[src/rtl/acc_pkg.sv]
`default_nettype none
// ============================================================================
// Module   : acc_pkg
// Purpose  : Shared types and constants for the accumulating arbiter.
// Revision : 1.0  initial release
// ============================================================================
package acc_pkg;

    // Default parameter values for acc_arbiter
    localparam int DEF_NREQ = 4;
    localparam int DEF_DW   = 8;
    localparam int DEF_SW   = 16;

    // Beat counter width and its saturation value
    localparam int                BEAT_W   = 8;
    localparam logic [BEAT_W-1:0] BEAT_MAX = {BEAT_W{1'b1}};

    // Arbiter control states
    typedef enum logic [1:0] {
        IDLE   = 2'd0,
        ACC    = 2'd1,
        RESULT = 2'd2
    } state_t;

endpackage : acc_pkg
`default_nettype wire

[src/rtl/rr_pick.sv]
`default_nettype none
// ============================================================================
// Module   : rr_pick
// Purpose  : Combinational round-robin picker. Returns the first asserted
//            request at or after the pointer, wrapping past NREQ-1 to 0.
// Revision : 1.0  initial release
// ============================================================================
module rr_pick #(
    parameter int NREQ = 4,
    parameter int IW   = $clog2(NREQ)
) (
    input  logic [NREQ-1:0] req_i,
    input  logic [IW-1:0]   ptr_i,
    output logic [IW-1:0]   winner_o,
    output logic            any_o
);

    int idx;

    // Scan offsets from farthest to nearest so the nearest valid request wins
    always_comb begin
        winner_o = '0;
        any_o    = 1'b0;
        idx      = 0;
        for (int k = NREQ - 1; k >= 0; k--) begin
            idx = int'(ptr_i) + k;
            if (idx >= NREQ) begin
                idx = idx - NREQ;
            end
            if (req_i[idx]) begin
                winner_o = IW'(idx);
                any_o    = 1'b1;
            end
        end
    end

endmodule : rr_pick
`default_nettype wire

[src/rtl/acc_arbiter.sv]
`default_nettype none
// ============================================================================
// Module   : acc_arbiter
// Purpose  : Round-robin arbiter that grants one requester at a time for a
//            whole packet, sums the packet's samples and hands out a single
//            result (sum, owner, beat count, overflow) per packet.
// Revision : 1.0  initial release
// ============================================================================
module acc_arbiter
    import acc_pkg::*;
#(
    parameter int NREQ = DEF_NREQ,
    parameter int DW   = DEF_DW,
    parameter int SW   = DEF_SW
) (
    input  logic                    clk,
    input  logic                    rst,
    input  logic [NREQ-1:0]         req_valid,
    input  logic [NREQ*DW-1:0]      req_data,
    input  logic [NREQ-1:0]         req_last,
    output logic [NREQ-1:0]         req_ready,
    output logic                    res_valid,
    input  logic                    res_ready,
    output logic [SW-1:0]           res_sum,
    output logic [$clog2(NREQ)-1:0] res_id,
    output logic [BEAT_W-1:0]       res_beats,
    output logic                    res_ovf,
    output logic                    busy
);

    localparam int IW = $clog2(NREQ);

    state_t            state_q,  state_d;
    logic [IW-1:0]     grant_q,  grant_d;
    logic [IW-1:0]     rr_ptr_q, rr_ptr_d;
    logic [SW-1:0]     sum_q,    sum_d;
    logic [BEAT_W-1:0] beats_q,  beats_d;
    logic              ovf_q,    ovf_d;

    logic [IW-1:0]     pick_idx;
    logic              pick_any;
    logic [DW-1:0]     beat_data;
    logic              beat_fire;
    logic [SW:0]       add_full;
    logic [IW-1:0]     grant_next;

    rr_pick #(
        .NREQ (NREQ),
        .IW   (IW)
    ) u_rr_pick (
        .req_i    (req_valid),
        .ptr_i    (rr_ptr_q),
        .winner_o (pick_idx),
        .any_o    (pick_any)
    );

    // Datapath terms for the granted requester's current beat
    always_comb begin
        beat_data  = req_data[int'(grant_q)*DW +: DW];
        beat_fire  = (state_q == ACC) && req_valid[grant_q];
        add_full   = {1'b0, sum_q} + {{(SW + 1 - DW){1'b0}}, beat_data};
        grant_next = (grant_q == IW'(NREQ - 1)) ? '0 : grant_q + IW'(1);
    end

    // Next-state and accumulator update logic
    always_comb begin
        state_d  = state_q;
        grant_d  = grant_q;
        rr_ptr_d = rr_ptr_q;
        sum_d    = sum_q;
        beats_d  = beats_q;
        ovf_d    = ovf_q;
        case (state_q)
            IDLE: begin
                if (pick_any) begin
                    grant_d = pick_idx;
                    state_d = ACC;
                end
            end
            ACC: begin
                if (beat_fire) begin
                    // A zero beat count marks the first beat of the packet
                    if (beats_q == '0) begin
                        sum_d = SW'(beat_data);
                    end else begin
                        sum_d = add_full[SW-1:0];
                        ovf_d = ovf_q | add_full[SW];
                    end
                    if (beats_q != BEAT_MAX) begin
                        beats_d = beats_q + BEAT_W'(1);
                    end
                    if (req_last[grant_q]) begin
                        state_d = RESULT;
                    end
                end
            end
            RESULT: begin
                if (res_ready) begin
                    state_d  = IDLE;
                    rr_ptr_d = grant_next;
                    sum_d    = '0;
                    beats_d  = '0;
                    ovf_d    = 1'b0;
                end
            end
            default: begin
                state_d = IDLE;
            end
        endcase
    end

    // State and accumulator registers with synchronous active-low reset
    always_ff @(posedge clk) begin
        if (!rst) begin
            state_q  <= IDLE;
            grant_q  <= '0;
            rr_ptr_q <= '0;
            sum_q    <= '0;
            beats_q  <= '0;
            ovf_q    <= 1'b0;
        end else begin
            state_q  <= state_d;
            grant_q  <= grant_d;
            rr_ptr_q <= rr_ptr_d;
            sum_q    <= sum_d;
            beats_q  <= beats_d;
            ovf_q    <= ovf_d;
        end
    end

    // Only the granted requester sees ready, and only while accumulating
    always_comb begin
        req_ready = '0;
        if (state_q == ACC) begin
            req_ready[grant_q] = 1'b1;
        end
    end

    // Result outputs come straight from the held registers
    always_comb begin
        res_valid = (state_q == RESULT);
        res_sum   = sum_q;
        res_id    = grant_q;
        res_beats = beats_q;
        res_ovf   = ovf_q;
        busy      = (state_q != IDLE);
    end

endmodule : acc_arbiter
`default_nettype wire
[config.mk]
export PLATFORM = sky130hd
export DESIGN_NAME = acc_arbiter
export DESIGN_NICKNAME = d
export VERILOG_FILES = /design/src/rtl/acc_pkg.sv /design/src/rtl/rr_pick.sv /design/src/rtl/acc_arbiter.sv
export SDC_FILE = /design/constraint.sdc
export NUM_CORES = 1
export LEC_CHECK = 0
export CORE_MARGIN = 2
export CORE_UTILIZATION = 40
export CTS_BUF_LIST = sky130_fd_sc_hd__clkbuf_4 sky130_fd_sc_hd__clkbuf_8
export DETAILED_ROUTE_END_ITERATION = 10
export PLACE_DENSITY = 0.73
export SLEW_MARGIN = 20
export SYNTH_ARGS = -nofsm -noshare
export SYNTH_HDL_FRONTEND = slang
export SYNTH_SLANG_ARGS = --single-unit
export TNS_END_PERCENT = 30
[constraint.sdc]
create_clock -name clk -period 4.6 [get_ports clk]
set_clock_uncertainty 0.05 [all_clocks]
set_input_delay 1.15 -clock clk [delete_from_list [all_inputs] [get_ports clk]]
set_output_delay 1.15 -clock clk [all_outputs]
set_load 0.01 [all_outputs]
# --- After elaboration in Yosys (flattened, before gate mapping) ---
# Index checks and enable logic that the tools add are counted.
word_totals:
  ff_bits: 31
  input_bits: 43
  output_inout_bits: 33
  wordCells: 99
classes:
  addsub: 10
  order_cmp: 10
  n_eq_ne: 10
  n_shift: 1
  n_mux: 49
  bitwise: 1
  n_reduce_logical: 12
op_table:
  columns: ["op", "n"]
  rows:
  - ["$lt A32 B4 Y1 const B", 4]
  - ["$mux W32", 4]
  - ["$ge A32 B4 Y1 const B", 3]
  - ["$sub A32 B4 Y32 const B", 3]
  - ["$mux W16", 3]
  - ["$pmux W16 S2", 1]
  - ["$shiftx A32 B6 Y8", 1]
  - ["$mux W8", 3]
  - ["$mux W1", 18]
  - ["$mux W2", 9]
  - ["$add A16 B8 Y17", 1]
  - ["$pmux W8 S2", 1]
  - ["$bmux W1 S2", 6]
  - ["$reduce_and A4 Y1", 3]
  - ["$add A8 B1 Y8 const B", 1]
  - ["$logic_not A8 Y1", 1]
  - ["$ne A8 B8 Y1 const B", 1]
  - ["$add A2 B2 Y3 const B", 2]
  - ["$ne A2 B1 Y1 const B", 3]
  - ["$ne A2 B2 Y1 const B", 3]
  - ["$pmux W2 S3", 1]
  - ["$eq A2 B2 Y1 const B", 2]
  - ["$mux W4", 1]
  - ["$reduce_and A2 Y1", 2]
  - ["14 further kinds", 16]

# --- Longest topological paths before layout ---
# Gate-level depths: netlist of run 1.
depth:
  word_depth: 12
  depth_mapped: 8
  ltp_nobuf: 8

# --- Modules after synthesis ---
# A second synthesis of run 1 with hierarchy kept.
unflattened:
  cells_unflattened: 265
  hier_area_um2: 2298.5
by_module_without_submodules:
  columns: ["module", "instances", "cells_each", "area_per_inst_um2", "seq_area_each_um2"]
  rows:
  - ["acc_arbiter", 1, 252, 2220.9, 620.6]
  - ["rr_pick", 1, 13, 77.6, 0.0]

# --- Worst setup path before layout of run 1 ---
# OpenSTA, ideal clock, no wires.
synth_path:
  path_kind: "input port to flip-flop"
  from: "input req_data[8]"
  to: "register sum_q[10], in the netlist res_sum[10]"
  setup_time_ns: 0.074
  arrival_ns: 3.165
  required_ns: 4.476
  slack_ns: 1.311
  path_stages: 8
  path_buffers: 0
  cell_sequence: "mux4_1 > ha_1 > fa_1 > a211oi_1 > o21ai_0 > a21oi_1 > o211ai_1 > a31oi_1"
synth_via:
  elab_chain_cells: 5
synth_lines:
  columns: ["item", "line", "source"]
  rows:
  - ["from (decl)", "acc_arbiter.sv:19", "input logic [NREQ*DW-1:0] req_data,"]
  - ["$shiftx A32 B6 Y8", "acc_arbiter.sv:59", "beat_data = req_data[int'(grant_q)*DW +: DW];"]
  - ["$add A16 B8 Y17", "acc_arbiter.sv:61", "add_full = {1'b0, sum_q} + {{(SW + 1 - DW){1'b0}}, beat_data};"]
  - ["$mux W16", "acc_arbiter.sv:83", "if (beats_q == '0) begin"]
  - ["$mux W16", "acc_arbiter.sv:81", "if (beat_fire) begin"]
  - ["$pmux W16 S2", "acc_arbiter.sv:73", "case (state_q)"]
  - ["to (signal assigned)", "acc_arbiter.sv:125", "sum_q <= sum_d;"]
  - ["to (decl)", "acc_arbiter.sv:36", "logic [SW-1:0] sum_q, sum_d;"]
# No other way between the ends. The select of a mux whose other input is x is not followed.
# A chain may end at the register's enable or synchronous reset.

# --- Worst setup path in the final report of run 1 ---
# Ends and elaborated chain as after synthesis.

==> impl_table.tex, run 1 <==
\begin{tabular}{lr}
\hline
Metric & Value \\
\hline
\multicolumn{2}{l}{\textbf{Routing}} \\
Final wirelength & 5750 microns \\
Routed wire per std cell & approximately 15 microns \\
Number of iterations in the first detailed-routing pass & 4 \\
Final routed DRC violation total & 0 \\
Via count & 2138 \\
Final ANT Viol Nets & 0 \\
Average via count per standard cell & 5.44 \\
Initial drt markers & about 160 \\
\multicolumn{2}{l}{\textbf{Global routing}} \\
Initial antenna violation count & 0 \\
Vias in the first global route & between 2k and 2.5k \\
Global-route wire length before repair & 9520 microns \\
Total congestion overflow & 0 \\
Maximum number of pins on one net before global-route repair & 16 \\
Global router's overall resource usage & roughly 19\% \\
\multicolumn{2}{l}{\textbf{Yosys}} \\
Combinational family with the most area after synthesis & simple AND/OR/NAND/NOR gates \\
Netlist cell types & 49 \\
Syn Inst Count & 247 \\
Proportion of synthesized area in mux cells & approximately 14\% \\
Netlist Area Pre-Place & between 2000 and 2500 sq um \\
Simple-Gate Fraction of Synth Area & 22.3\% \\
Area fraction in compound gates after synthesis & about 18\% \\
Proportion of synthesized flip-flops having asynchronous set or reset & 0\% \\
Net Count, Synth & between 300 and 400 \\
Synth warnings & 0 \\
Leading register cell type out of synthesis & sky130\_fd\_sc\_hd\_\_dfxtp\_1 \\
Number of synthesized flops with an enable pin & 0 \\
Share of the yosys chip area belonging to registers & between 20\% and 30\% \\
Adder and majority cell fraction of the synthesized area & 8.90\% \\
Number of flip-flops and latches in the synthesized netlist & 31 \\
XOR/XNOR share of the synthesized area & between 5 and 6\% \\
Average cell area after synthesis & a little under 9 sq um \\
\multicolumn{2}{l}{\textbf{Die}} \\
Total core area & about 5200 sq um \\
Die span in x & a little under 80 microns \\
Area enclosed by the die boundary & between 6000 and 7000 sq um \\
Number of top-level pins & 76 \\
Cell Rows & 26 \\
Vertical die dimension & about 80 microns \\
Starting utilization of the core area & a little over two fifths \\
\multicolumn{2}{l}{\textbf{Final layout}} \\
Total number of nets in the final design & approximately 380 \\
Final std cell area, no fill & 3120 sq um \\
Fraction of final layout cells sized beyond drive strength 1 & just under 7\% \\
Final core utilization & between 50 and 60\% \\
Antenna cells & 0 \\
Layout area overhead & 42.1\% \\
Finished Layout Cells & roughly 390 \\
Leading cell type in the layout, fill and taps excluded & sky130\_fd\_sc\_hd\_\_clkdlybuf4s50\_1 \\
Commonest cells after routing, fill and taps aside & sky130\_fd\_sc\_hd\_\_clkdlybuf4s50\_1, sky130\_fd\_sc\_hd\_\_dfxtp\_1, sky130\_fd\_sc\_hd\_\_a21oi\_1 \\
Number of filler cells placed in the layout & about 490 \\
\multicolumn{2}{l}{\textbf{Timing}} \\
Setup violations, final & 0 \\
Relative slew slack & between 40\% and 50\% \\
Period utilization & between 70 and 80\% \\
Min Clock Period, post-route & 3600 ps \\
Transition time of the tightest slew-check pin & approximately 800 ps \\
Setup repair after global routing missed its margin & false \\
Max Clk Rate & 0.277 GHz \\
Count of final hold-check violations & 0 \\
Total Negative Setup Slacks & 0 ps \\
Smallest hold slack & 436 ps \\
Max-slew violations & 0 \\
\multicolumn{2}{l}{\textbf{Power}} \\
Worst VDD drop & between 150 and 200 uV \\
Static leakage power & around 1.2 nW \\
Power density of the placed cells & roughly 260 nW/um\^{}2 \\
\multicolumn{2}{l}{\textbf{Worst setup path}} \\
Worst setup SP type & input port \\
Critical path required time & 4760 ps \\
Slowest stage cell, crit path & sky130\_fd\_sc\_hd\_\_mux4\_1 \\
Cell-by-cell listing of the critical path & clkdlybuf4s50\_1, mux4\_1, ha\_1, fa\_1, a211oi\_1, o21ai\_0, a21oi\_1, o211ai\_1, a31oi\_1 \\
Cell depth of the worst flop-to-flop path & 9 \\
CP peak stage delay & approximately 540 ps \\
Worst Setup End Kind & flop \\
Critical path peak fanout & 4 \\
Crit path kind & in -> reg \\
Worst Path Arrival & 3760 ps \\
\multicolumn{2}{l}{\textbf{Clock network}} \\
Buffer cell driving the clock tree root & sky130\_fd\_sc\_hd\_\_clkbuf\_8 \\
Clock sinks & 31 \\
CTS tree & done \\
Setup bufs post-CTS & 0 \\
Clock slew at the register clock pins of the worst setup and hold paths & roughly 70 ps \\
Hold-fix buffers, CTS & 0 \\
Number of H-tree levels & 2 \\
Maximum root-to-sink buffer count & 2 \\
Clock latency reported for the late side of the worst-skew pair & around 280 ps \\
CTS buffer count & 5 \\
Count of cells resized by post-cts repair & 0 \\
\multicolumn{2}{l}{\textbf{Placed design}} \\
Half-perimeter wire length after detailed placement & roughly 4400 microns \\
Final weighted congestion in routability-driven placement & roughly 0.85 \\
Count of buffers inserted at the top-level ports & between 70 and 80 \\
Total cell area at the placement stage & 3010 sq um \\
Cells after DPL & approximately 390 \\
\multicolumn{2}{l}{\textbf{Outcome}} \\
Result of the run & finished, final reports clean \\
\multicolumn{2}{l}{\textbf{Flow run}} \\
Number of max-cap violations & 0 \\
\multicolumn{2}{l}{\textbf{Hold path}} \\
Hold path cells & 2 \\
Path category of the worst min-delay check & reg -> reg \\
\hline
\end{tabular}
-- cells by family (layout without fill, tap and decap cells) --
logic type	Yosys count	in the layout
AND/OR/NAND/NOR	90	90
AO/OA/AOI/OAI	63	63
adder cells (fa/ha/maj)	15	15
flip-flops	31	31
buffers and inverters	17	93
XOR/XNOR	13	13
multiplexers	18	18
-- through the flow --
stage | setup WS (ps) | total power (W)
global placement | 786 | 0.000529
floorplan | 1310 | 0.000440
finish | 996 | 0.000797
CTS | 1010 | 0.000801
detailed placement | 728 | 0.000534
global route | 816 | 0.000835
-- state kept, by name (all words and copies together) (netlist names) --
signal and flops:
res_beats 8, res_id 2, res_ovf 1, res_sum 16, rr_ptr_q 2, state_q 2
-- worst paths after layout --
path / from / endpoint / slack (ps)
setup / recovery: req_data[8] / res_sum[10] / 1000
hold / removal: res_sum[3] / res_sum[3] / 440
setup reg to reg: res_id[0] / res_sum[10] / 1300
hold reg to reg: res_sum[3] / res_sum[3] / 440
-- layer usage --
| layer | part of all wire, % | global-route usage, % | up-vias |
|---|---|---|---|
| li1 | - | - | 1072 |
| met1 | 46 | 24.9 | 1003 |
| met2 | 48 | 33.8 | 58 |
| met3 | 5.2 | 3.22 | 5 |
| met4 | 0.83 | 5.09 | 0 |
| met5 | 0 | 0 | - |
-- worst max-delay path: cells and delay by family --
kind,cells,cell delay [ps]
buf+inv,1,380
mux,1,540
compound gates,5,1020
fa+ha+maj,2,680
-- cells in the mapped netlist (8+ instances only) --
cell | count | area share [%]
sky130_fd_sc_hd__ha_1 | 14 | 8.0
sky130_fd_sc_hd__and2_1 | 8 | 2.3
sky130_fd_sc_hd__dfxtp_1 | 31 | 28
sky130_fd_sc_hd__o21ai_0 | 12 | 2.7
sky130_fd_sc_hd__nand3_1 | 8 | 1.8
sky130_fd_sc_hd__nor2_1 | 21 | 3.6
sky130_fd_sc_hd__nand2_1 | 20 | 3.4
sky130_fd_sc_hd__mux4_2 | 9 | 9.2
sky130_fd_sc_hd__a21oi_1 | 24 | 5.5
sky130_fd_sc_hd__inv_1 | 8 | 1.4
sky130_fd_sc_hd__xor2_1 | 8 | 3.2
sky130_fd_sc_hd__a21o_1 | 8 | 2.7
-- power breakdown --
part	internal [W]	switching, W
clock network	0.000165	0.000104
registers	0.000279	0.0000144
logic	0.000125	0.000111
-- final cells by class --
cell class	instances	area, sq um	area share, %
tap	70	87.6	2.81
clock inverter	1	30.0	0.963
timing repair buffer	78	773	24.8
clock buffer	6	76.3	2.45
inverter	8	30.0	0.963
multi-input combinational	199	1500	48.1
sequential	31	621	19.9
(Power assumes the default switching activity.)
==> run 2: changes to the inputs <==
Clock period 4.6 ns to 3.56 ns, I/O delays scaled along.
==> run 2 against run 1 <==
Combinational power up 37%. First-iteration DRC count is 15% lower. Non-clock buffer count rose by 8. Final cell count increased by 2.0%. Count of clock-buffer cells in the layout unchanged. Power increased by 31%. Core utilization up 1.2 points. Register-to-register slack got worse by 750 ps. Largest cell class unchanged. Largest power group unchanged. Highest routed layer unchanged.
==> impl_table.tex, run 2 (synthesis results as in run 1) <==
\begin{tabular}{lr}
\hline
Metric & Value \\
\hline
\multicolumn{2}{l}{\textbf{Timing}} \\
Count of final hold-check violations & 0 \\
Setup violations, final & 0 \\
Relative slew slack & about half \\
Period utilization & a little over nine tenths \\
Transition time of the tightest slew-check pin & between 700 and 800 ps \\
Max-slew violations & 0 \\
Min Clock Period, post-route & roughly 3300 ps \\
Setup repair after global routing missed its margin & false \\
Max Clk Rate & between 0.2 and 0.3 GHz \\
\multicolumn{2}{l}{\textbf{Clock network}} \\
Buffer cell driving the clock tree root & sky130\_fd\_sc\_hd\_\_clkbuf\_8 \\
Maximum root-to-sink buffer count & 2 \\
Number of H-tree levels & 2 \\
CTS buffer count & 5 \\
Clock sinks & 31 \\
Clock latency reported for the late side of the worst-skew pair & about 280 ps \\
Setup bufs post-CTS & 0 \\
CTS tree & done \\
Clock slew at the register clock pins of the worst setup and hold paths & about 60 ps \\
Hold-fix buffers, CTS & 0 \\
Count of cells resized by post-cts repair & 0 \\
\multicolumn{2}{l}{\textbf{Placed design}} \\
Count of buffers inserted at the top-level ports & 75 \\
Half-perimeter wire length after detailed placement & about 4600 microns \\
Final weighted congestion in routability-driven placement & roughly 0.81 \\
Total cell area at the placement stage & approximately 3000 sq um \\
Cells after DPL & slightly below 400 \\
\multicolumn{2}{l}{\textbf{Flow run}} \\
Number of max-cap violations & 0 \\
\multicolumn{2}{l}{\textbf{Final layout}} \\
Layout area overhead & 44.8\% \\
Commonest cells after routing, fill and taps aside & sky130\_fd\_sc\_hd\_\_clkdlybuf4s50\_1, sky130\_fd\_sc\_hd\_\_dfxtp\_1, sky130\_fd\_sc\_hd\_\_a21oi\_1 \\
Number of filler cells placed in the layout & between 400 and 500 \\
Total area of multi-input combinational cells & between 1000 and 1500 sq um \\
Finished Layout Cells & 401 \\
Flip-flop count of the largest register, all copies and words added & 16 \\
Leading cell type in the layout, fill and taps excluded & sky130\_fd\_sc\_hd\_\_clkdlybuf4s50\_1 \\
Final std cell area, no fill & between 3000 and 4000 sq um \\
Antenna cells & 0 \\
Total number of nets in the final design & 389 \\
Combined flip-flop and latch cell area & just over 600 sq um \\
Fraction of final layout cells sized beyond drive strength 1 & a little under a tenth \\
\multicolumn{2}{l}{\textbf{Routing}} \\
Via count & 2156 \\
Routed wire per std cell & $\sim$14 microns \\
Average via count per standard cell & 5.38 \\
Final routed DRC violation total & 0 \\
Final ANT Viol Nets & 0 \\
Final wirelength & around 5800 microns \\
Number of iterations in the first detailed-routing pass & 4 \\
Initial drt markers & $\sim$130 \\
\multicolumn{2}{l}{\textbf{Worst setup path}} \\
Critical path required time & approximately 3700 ps \\
Setup slack of the most critical reg-to-reg path & around 550 ps \\
Critical path peak fanout & 4 \\
Crit path kind & in -> reg \\
Reg2reg end & res\_sum[11] \\
Worst Path Arrival & about 3500 ps \\
Startpoint of the worst register-to-register path & res\_id[0] \\
Cell depth of the worst flop-to-flop path & 8 \\
Worst Setup End Kind & flop \\
Worst setup SP type & input port \\
Source of the critical timing path & req\_data[8] \\
\multicolumn{2}{l}{\textbf{Die}} \\
Number of top-level pins & 76 \\
Vertical die dimension & 78.1 microns \\
Cell Rows & 26 \\
Die span in x & roughly 78 microns \\
Starting utilization of the core area & between 40\% and 50\% \\
Area enclosed by the die boundary & between 6000 and 7000 sq um \\
Total core area & 5200 sq um \\
\multicolumn{2}{l}{\textbf{Global routing}} \\
Maximum number of pins on one net before global-route repair & 14 \\
Initial antenna violation count & 0 \\
Global router's overall resource usage & 19.5\% \\
Total congestion overflow & 0 \\
Vias in the first global route & 2040 \\
Global-route wire length before repair & 9560 microns \\
\multicolumn{2}{l}{\textbf{Power}} \\
Share of total power in combinational logic & a little under a third \\
Net switching share of the total power & about 28\% \\
Net switching component of the power & 0.000295 W \\
Total internal power & between 0.0007 and 0.0008 W \\
Worst VDD drop & 220 uV \\
Power density of the placed cells & roughly 330 nW/um\^{}2 \\
Part of the total power dissipated in sequential elements & around 36\% \\
Static leakage power & approximately 1.2 nW \\
Clock share of power & about 33\% \\
\multicolumn{2}{l}{\textbf{Hold path}} \\
Path category of the worst min-delay check & reg -> reg \\
Worst-case hold path end point & res\_ovf \\
Start point of the worst min-delay path & res\_ovf \\
Hold path cells & 2 \\
\multicolumn{2}{l}{\textbf{Outcome}} \\
Result of the run & finished, final reports clean \\
\hline
\end{tabular}
==> run 2: cell types whose count changed in the layout (fill, tap and decap cells not counted) <==
| cell | delta |
|---|---|
| sky130_fd_sc_hd__buf_4 | +8 |
==> run 2: how the worst max path moves through the flow <==
stage                   to  slack, ps  depth (start not counted)
5_1_grt        res_sum[10]         60                          9
3_3_place_gp   res_sum[10]         40                          9
6_report       res_sum[10]        220                          9
2_1_floorplan  res_sum[10]        530                          8
3_5_place_dp   res_sum[10]        -30                          9
4_1_cts        res_sum[10]        260                          9
==> run 2: layout make-up <==
class                           count  area share (%)
Tap cell                           70            2.76
Clock inverter                      1           0.945
Inverter                            8           0.945
Multi-Input combinational cell    199            47.2
Timing Repair Buffer               86            26.2
Clock buffer                        6            2.40
Sequential cell                    31            19.5
==> run 2: per-layer routing <==
layer,wire length [microns],global-route usage [%],up-vias,share of wire [%]
li1,-,-,1089,-
met1,2570,25.7,1007,45
met2,2810,32.6,54,49
met3,295,3.56,6,5.1
met4,79,6.32,0,1.4
met5,0,0,-,0
==> run 2: power by group through the flow <==
stage	logic, W	clock network [W]	registers (W)
after floorplan	0.000183	0	0.000386
after global placement	0.000313	0	0.000384
after detailed placement	0.000320	0	0.000385
after CTS	0.000322	0.000349	0.000377
after global routing	0.000353	0.000364	0.000379
final	0.000322	0.000341	0.000378
==> run 2: per-stage QoR <==
stage | setup TNS [ps] | power, W | hold WS [ps] | util, % | setup WS [ps]
2_1_floorplan | 0 | 0.000569 | 431 | - | 531
3_3_place_gp | 0 | 0.000697 | 416 | 59.0 | 38.7
3_5_place_dp | -28.3 | 0.000705 | 430 | 59.0 | -28.3
4_1_cts | 0 | 0.00105 | 440 | 61.0 | 264
5_1_grt | 0 | 0.00110 | 452 | 61.0 | 61.1
6_report | 0 | 0.00104 | 428 | 61.0 | 222
==> run 2: worst max-delay path, cell delays in order <==
cell and delay (ps):
sky130_fd_sc_hd__clkdlybuf4s50_1 380, sky130_fd_sc_hd__mux4_1 530, sky130_fd_sc_hd__ha_1 250, sky130_fd_sc_hd__fa_1 400, sky130_fd_sc_hd__a211oi_1 310, sky130_fd_sc_hd__o21ai_0 200, sky130_fd_sc_hd__a21oi_1 250, sky130_fd_sc_hd__o211ai_1 130
sky130_fd_sc_hd__a31oi_1 160
